## src/rtl/vga_frame_display.sv

```systemverilog
// vga_frame_display: 640x480@60 VGA timing generator that reads an 80x60
// RGB444 frame buffer (1-cycle read latency) and shows each stored pixel
// as an 8x8 block. Two pipeline stages keep RGB, syncs and frame_start
// aligned with the buffer read data.
module vga_frame_display #(
  parameter int c_img_cols    = 80,
  parameter int c_img_rows    = 60,
  parameter int c_nb_img_pxls = 13,
  parameter int c_scale_log2  = 3,
  parameter int c_nb_buf      = 12
) (
  input  logic                     clk,
  input  logic                     rst,
  input  logic [c_nb_buf-1:0]      frame_pxl,
  output logic [c_nb_img_pxls-1:0] frame_addr,
  output logic [3:0]               vga_red,
  output logic [3:0]               vga_green,
  output logic [3:0]               vga_blue,
  output logic                     vga_hsync,
  output logic                     vga_vsync,
  output logic                     frame_start
);

  localparam logic [9:0] H_VIS      = 10'd640;
  localparam logic [9:0] H_SYNC_BEG = 10'd656;
  localparam logic [9:0] H_SYNC_END = 10'd751;
  localparam logic [9:0] H_LAST     = 10'd799;
  localparam logic [9:0] V_VIS      = 10'd480;
  localparam logic [9:0] V_SYNC_BEG = 10'd490;
  localparam logic [9:0] V_SYNC_END = 10'd491;
  localparam logic [9:0] V_LAST     = 10'd524;
  localparam logic [9:0] IMG_COLS   = 10'(c_img_cols);
  localparam logic [9:0] IMG_ROWS   = 10'(c_img_rows);

  logic [9:0] cnt_h_q, cnt_h_d;
  logic [9:0] cnt_v_q, cnt_v_d;

  // stage 0 (combinational)
  logic [9:0]               col, row;
  logic [c_nb_img_pxls-1:0] col_w, row_w;
  logic                     in_img_s0, hsync_s0, vsync_s0, first_s0;
  logic [c_nb_img_pxls-1:0] addr_s0;

  // stage 1
  logic in_img_s1_q, in_img_s1_d;
  logic hsync_s1_q, hsync_s1_d;
  logic vsync_s1_q, vsync_s1_d;
  logic first_s1_q, first_s1_d;

  // stage 2 (output registers)
  logic [c_nb_buf-1:0] rgb_q, rgb_d;
  logic                hsync_q, hsync_d;
  logic                vsync_q, vsync_d;
  logic                frame_start_q, frame_start_d;

  // Raster counters: horizontal wraps at 799, vertical steps on that wrap.
  always_comb begin
    cnt_h_d = cnt_h_q + 10'd1;
    cnt_v_d = cnt_v_q;
    if (cnt_h_q == H_LAST) begin
      cnt_h_d = '0;
      cnt_v_d = (cnt_v_q == V_LAST) ? 10'd0 : cnt_v_q + 10'd1;
    end
  end

  // Stage 0: map screen position to image pixel and buffer address.
  // Multiply by 80 is done as two shifts and an add.
  always_comb begin
    col       = cnt_h_q >> c_scale_log2;
    row       = cnt_v_q >> c_scale_log2;
    col_w     = c_nb_img_pxls'(col);
    row_w     = c_nb_img_pxls'(row);
    in_img_s0 = (cnt_h_q < H_VIS) && (cnt_v_q < V_VIS) &&
                (col < IMG_COLS) && (row < IMG_ROWS);
    addr_s0   = in_img_s0 ? (row_w << 6) + (row_w << 4) + col_w : '0;
    hsync_s0  = !((cnt_h_q >= H_SYNC_BEG) && (cnt_h_q <= H_SYNC_END));
    vsync_s0  = !((cnt_v_q >= V_SYNC_BEG) && (cnt_v_q <= V_SYNC_END));
    first_s0  = (cnt_h_q == 10'd0) && (cnt_v_q == 10'd0);
  end

  assign frame_addr = addr_s0;

  // Stage 1/2 next-state: stage 1 delays control to meet the RAM data,
  // stage 2 blanks RGB outside the image and registers everything out.
  always_comb begin
    in_img_s1_d   = in_img_s0;
    hsync_s1_d    = hsync_s0;
    vsync_s1_d    = vsync_s0;
    first_s1_d    = first_s0;
    rgb_d         = in_img_s1_q ? frame_pxl : '0;
    hsync_d       = hsync_s1_q;
    vsync_d       = vsync_s1_q;
    frame_start_d = first_s1_q;
  end

  // All state; reset puts syncs idle-high and everything else to zero.
  always_ff @(posedge clk or posedge rst) begin
    if (rst) begin
      cnt_h_q       <= '0;
      cnt_v_q       <= '0;
      in_img_s1_q   <= 1'b0;
      hsync_s1_q    <= 1'b1;
      vsync_s1_q    <= 1'b1;
      first_s1_q    <= 1'b0;
      rgb_q         <= '0;
      hsync_q       <= 1'b1;
      vsync_q       <= 1'b1;
      frame_start_q <= 1'b0;
    end else begin
      cnt_h_q       <= cnt_h_d;
      cnt_v_q       <= cnt_v_d;
      in_img_s1_q   <= in_img_s1_d;
      hsync_s1_q    <= hsync_s1_d;
      vsync_s1_q    <= vsync_s1_d;
      first_s1_q    <= first_s1_d;
      rgb_q         <= rgb_d;
      hsync_q       <= hsync_d;
      vsync_q       <= vsync_d;
      frame_start_q <= frame_start_d;
    end
  end

  assign vga_red     = rgb_q[11:8];
  assign vga_green   = rgb_q[7:4];
  assign vga_blue    = rgb_q[3:0];
  assign vga_hsync   = hsync_q;
  assign vga_vsync   = vsync_q;
  assign frame_start = frame_start_q;

endmodule
```

## config.mk

```make
export PLATFORM = sky130hd
export DESIGN_NAME = vga_frame_display
export DESIGN_NICKNAME = d
export VERILOG_FILES = /design/src/rtl/vga_frame_display.sv
export SDC_FILE = /design/constraint.sdc
export NUM_CORES = 1
export LEC_CHECK = 0
export CAP_MARGIN = 20
export CORE_ASPECT_RATIO = 0.9
export CORE_MARGIN = 2
export CORE_UTILIZATION = 55
export CTS_CLUSTER_SIZE = 25
export DETAILED_ROUTE_END_ITERATION = 12
export GPL_ROUTABILITY_DRIVEN = 0
export GPL_TIMING_DRIVEN = 0
export PLACE_DENSITY_LB_ADDON = 0.1
export SLEW_MARGIN = 15
export SYNTH_ARGS = -nofsm -noshare
export SYNTH_HDL_FRONTEND = slang
export SYNTH_SLANG_ARGS = --single-unit
```

## constraint.sdc

```tcl
create_clock -name clk -period 7.8 [get_ports clk]
set_input_delay 2.34 -clock clk [delete_from_list [all_inputs] [get_ports clk]]
set_output_delay 2.34 -clock clk [all_outputs]
set_load 0.005 [all_outputs]
```

==> flow_summary.toml <==
[run_status]
status = "finished clean"

[synth]
yosysSeqAreaShare_pct = 46.3
synthDistinctLibCells = 47
synthArstFlopShare_pct = 100
syn-cell-area_mm2 = 0.00212
ys.flop_type = "dfrtp_1"
ys_ff_latch = 39
syn_inst = 206
syn_area_per_cell_um2 = 10.3
yosysWarnings = 0
synthesis.nets = 239
synth_edf_count = 0

[cts]
clk_latency_ns = 0.29
cts_buffer_depth = 2
clock-sinks = 39
root_buffer = "clkbuf_8"
clkTransAtPathRegs_ns = 0.08
cts.repair.resized = 0
cts_tree = "done"
post-cts-setup-buffers = 0
numCtsBuffers = 5
ctsHtreeMaxLevel = 2
ctsHoldBuffers = 0

[drt]
routedWlPerCell_um = 14.3
wl_met1_mm = 1.92
first_pass_iters = 4
dr_wl_met2_mm = 2.10
viasPerCell = 5.51
via_count = 1663
drc = 0
postRouteAntennaNets = 0
highest_layer = "met4"
dr.first_iter.drc_count = 57
drt-total-wl_mm = 4.32
wl_met3_um = 226

[worst_setup_path]
crit_fanout = 7
slowest_delay_ns = 0.52
cp_data_required_time_ns = 5.46
r2r_slack_ns = 5.73
rr_worst_depth = 6
crit_arrival_ns = 3.18
crit_top_cell = "inv_1"
r2r_end = "cnt_v_q[4]"
crit_buf_inv = 3
setup.worst_path.start_class = "flip-flop"
critPathKind = "reg2out"
crit_slowest_cell = "dfrtp_1"
crit_family = "adder cells"
r2r-start = "cnt_v_q[0]"
crit_chain = "inv_1 > fa_1 > inv_1 > ha_1 > a211oi_1 > o21a_1 > o21ai_0 > o21ba_2 > clkdlybuf4s50_1"
cp-end-kind = "primary output"

[cells_and_area]
synthToLayoutAreaGrowth_pct = 28.3
antennaDiodeCount = 0
drive_gt1_share_pct = 8.98
stdcell_area_mm2 = 0.00272
final_nets = 288

[global_route]
grt_max_degree = 38
gr-usage-all-layers_pct = 21.5
grt_pass1_wl_mm = 7.51
globalRoute.totalOverflow = 0
antenna_found_initial = 0
grt_pass1_vias = 1654

[timing]
fin_tns_setup_ns = 0
fin_crit_sh_pct = 70.8
hold_viol = 0
drv_slew = 0
tightestPinTransition_ns = 0.508
max_freq_ghz = 0.181
finalCriticalPeriod_ns = 5.52
slew_headroom_pct = 65.8
rsz0062_at_grt = "no"
finalSetupViolCount = 0
clock_skew_ns = 0.00420

[place]
port_buffers = 41
placed_area_mm2 = 0.00261
place_hpwl_mm = 3.09

[worst_hold_path]
min_from = "first_s1_q"
hold_class = "reg2reg"
hold_depth = 0
hold_end = "frame_start"

[power]
power.density_mw_per_mm2 = 144
power_mw = 0.392
pwr-share-clk_pct = 42.3
swShare_pct = 20.0
vdd_drop_max_v = 0.000131
p_seq_share_pct = 52.5
internal-power_mw = 0.314
power.switching_mw = 0.0784
p_leak_nw = 1.26
power_frac_comb_pct = 5.2

[floorplan]
core_mm2 = 0.00370
rows = 21
pin_count = 42
die_h_um = 62.9
die-area_mm2 = 0.00437
die_width_um = 69.5
start_util_pct = 57.2

[job]
max_cap_viol_count = 0
worst max path at each step:
stage | cells after the start | from | slack, ns | endpoint
after floorplan | 8 | cnt_v_q[3] | 3.37 | frame_addr[10]
after global placement | 9 | cnt_v_q[3] | 2.70 | frame_addr[10]
after detailed placement | 9 | cnt_v_q[3] | 2.65 | frame_addr[11]
after CTS | 9 | cnt_v_q[3] | 2.30 | frame_addr[10]
after global routing | 9 | cnt_v_q[3] | 2.11 | frame_addr[10]
final | 9 | cnt_v_q[3] | 2.28 | frame_addr[10]
layer usage:
layer  vias to the layer above  GRT usage [%]
li1                        810              -
met1                       789           28.4
met2                        55           35.2
met3                         9           5.48
met4                         0           6.13
met5                         -              0
worst reg2reg max path: stages, from the launching register on:
cell and delay, ns:
dfrtp_1 0.41, inv_1 0.13, ha_1 0.17, or4b_1 0.52, nor3_1 0.41, nor2_1 0.07
mux2_2 0.26
power by group through the flow:
stage                     Clock (mW)  Combinational, mW  Sequential [mW]
after global routing           0.179             0.0226            0.206
after detailed placement           0             0.0207            0.210
after floorplan                    0            0.00505            0.210
after global placement             0             0.0190            0.210
final                          0.166             0.0205            0.206
after CTS                      0.169             0.0209            0.206
synth_stat cells (4+ instances only):
master    instances  share of area, %
nand3_1           5               1.2
xor2_1            4               1.7
and2_1           18               5.3
dfrtp_1          35                41
inv_1            13               2.3
nor3_1            7               1.7
ha_1             17                10
nor2_1           19               3.4
o21a_1            4               1.4
clkbuf_1          4              0.71
nand4_1           5               1.5
o21ai_0           7               1.7
nand2_1          10               1.8
xnor2_1           8               3.3
dfstp_2           4               5.0
cell type report:
type | count | area (um^2)
fillers | 272 | 983
repair buffers | 42 | 430
clock buffers | 5 | 68.8
plain buffers | 7 | 36.3
inverters | 14 | 52.6
flip-flops and latches | 39 | 981
clock inverters | 3 | 43.8
well taps | 46 | 57.6
multi-input cells | 146 | 1050
flip-flops by register name, summed over array words and instances (netlist names):
register	count
cnt_h_q	10
cnt_v_q	10
first_s1_q	1
frame_start	1
hsync_d	1
in_img_s1_q	1
rgb_q	12
vga_hsync	1
vga_vsync	1
vsync_d	1
metrics by stage:
step | utilization, % | setup slack [ns] | std cells | hold slack (ns)
finish | 73.5 | 2.28 | 302 | 0.354
global route | 73.5 | 2.11 | 302 | 0.363
CTS | 73.5 | 2.30 | 302 | 0.351
detailed placement | 70.4 | 2.65 | 294 | 0.336
global placement | 69.9 | 2.70 | 293 | 0.333
floorplan | - | 3.37 | 206 | 0.331
cell families (layout without fill, tap and decap cells):
| logic type | count (synthesis) | after routing | synth area share (%) |
|---|---|---|---|
| compound gates | 30 | 30 | 10.0 |
| xor+xnor | 12 | 12 | 4.96 |
| fa+ha+maj | 19 | 19 | 11.9 |
| buf+inv | 21 | 71 | 4.19 |
| flops | 39 | 39 | 46.3 |
| mux | 2 | 2 | 1.00 |
| simple gates | 83 | 83 | 21.7 |
layout by cell type, fill, tap and decap left out, types with 2 or more instances in the layout:
cell type        instances
o21ai_0                  7
dfrtp_1                 35
or4_1                    3
a21oi_1                  3
nor3_1                   7
xor2_1                   4
fa_1                     2
xnor2_1                  8
nor4_1                   3
nand2_1                 10
dfstp_2                  4
clkbuf_8                 5
inv_1                   12
nand2b_1                 2
o21a_1                   4
buf_2                    2
and3_1                   2
and2_1                  18
clkdlybuf4s50_1         41
nor2_1                  19
nand4_1                  5
clkbuf_1                 4
o211a_1                  2
a211oi_1                 3
ha_1                    17
nand3_1                  5
a21o_1                   2
Power figures use the tool's default switching activity.
==> RTL edit: new RTL, config.mk and constraints unchanged <==
Change the parameter `c_nb_img_pxls` from 13 to 26.
--- a/src/rtl/vga_frame_display.sv
+++ b/src/rtl/vga_frame_display.sv
@@ -7,3 +7,3 @@
   parameter int c_img_rows    = 60,
-  parameter int c_nb_img_pxls = 13,
+  parameter int c_nb_img_pxls = 26,
   parameter int c_scale_log2  = 3,
Interface: changed (resized frame_addr); port bits go from 42 to 55. The function was not compared with the original's and may differ.
==> RTL edit against the original RTL <==
- sequential cell count stayed put
- count of clock-buffer cells in the layout is 1 higher
- synthesized area is 3.4% higher
- total power is 7.0% lower
- die area is 3.2% higher
- setup slack better by 0.047 ns
- design area is 3.3% higher
- clock skew is 0.0056 ns higher
- wire length is 3.3% lower
- sequential share of layout area is 1.1 points lower
- largest cell class unchanged
- largest power group unchanged
==> RTL edit: results (changes against the original RTL) <==
wl_met2_um: 1967  # -6.2%
multi_input_area_mm2: 0.001081  # +2.9%
skew_ns: 0.009776  # +0.005579 ns
placed_area_mm2: 0.002725  # +4.5%
cts_resized: 0  # unchanged
htree_levels: 2  # unchanged
nClkBuffers: 6  # +1
yosys-mux-area-fraction_pct: 0.4566  # -0.55 points
wl_per_cell_um: 12.76  # -11%
relSlewSlack_pct: 53.51  # -12 points
grt_max_degree: 38  # unchanged
buf_share_pct: 19.68  # +2.5 points
first_iter_violations: 134  # +140%
grt_first_pass_wirelength_um: 7086  # -5.7%
p_int_uw: 285.3  # -9.1%
synth_compound_area_share_pct: 7.534  # -2.5 points
power_frac_comb_pct: 7.4  # +2.2 points
crit_start: "cnt_v_q[3]"
multi_input_gates: 159  # +8.9%
drt-met1-wl_um: 1931  # +0.68%
critPathMaxStageDelay_ns: 0.58  # +0.06 ns
irDropWorstVdd_uv: 120.1  # -8.5%
synth_fa_ha_area_share_pct: 11.53  # -0.39 points
synthTopCellsByCount: "dfrtp_1 (35), and2_1 (19), ha_1 (17)"
synth_area_leaders: "dfrtp_1 (40%), ha_1 (9.7%), and2_1 (5.4%), dfstp_2 (4.8%), buf_4 (4.5%)"
layout.non_clock_inverters: 14  # unchanged
vias: 1720  # +3.4%
power_clock_uw: 132  # -20%
crit_arrival_ns: 3.14  # -0.04 ns
pg_comb_uw: 26.9  # +31%
worstHoldPathCells: 0  # unchanged
synth_xor_area_share_pct: 3.995  # -0.96 points
track_usage_pct: 20.01  # -1.5 points
diodes: 0  # unchanged
met3WireLength_um: 238  # +5.3%
dp_hpwl_um: 3181  # +2.9%
fillers: 295  # +8.5%
drive_above_1_share_pct: 12.10  # +3.1 points
reg2reg_slack_ns: 5.81  # +0.08 ns
die_area_mm2: 0.004507  # +3.2%
status: "finished, final reports clean"
r2r_start: "cnt_h_q[0]"
seq_area_frac_synth_pct: 44.75  # -1.5 points
nNetsFinal: 313  # +8.7%
r2r-end: "cnt_v_q[8]"
synth_cell_types: 41  # -13%
first_global_vias: 1522  # -8.0%
cpMaxStageDelayCell: "fa_1"
hold_slack_ns: 0.3511  # -0.003092 ns
crit_path_max_fanout: 9  # +2
cts_max_path_buffers: 2  # unchanged
p_leak_nw: 1.330  # +5.9%
n_all_buffers: 61  # +24%
clock_tree_area_fraction_pct: 3.028  # -1.1 points
## RTL edit: changes by cell type in the layout (fill, tap and decap cells not counted), sizes merged, moves of 4 or more
cell	unedited run	this run
a21oi	3	7
nor3	7	3
conb	0	13
and3	2	6
nand3	5	14
o21ai	7	11
nand2	10	4
nor2	19	14
buf	4	16
## RTL edit: layer usage
layer	track usage (%)	vias to the layer above
met5	0	-
met4	5.660	0
met3	4.732	5
met2	30.31	45
met1	28.86	821
li1	-	849
## RTL edit: stage by stage
stage	setup slack [ns]	instances	power, mW	utilization [%]
after global placement	2.693	318	0.2350	71.49
after floorplan	3.383	231	0.2216	-
final	2.323	327	0.3648	74.27
after global routing	2.050	327	0.3809	74.27
after CTS	2.298	327	0.3682	74.27
after detailed placement	2.638	319	0.2368	72.02
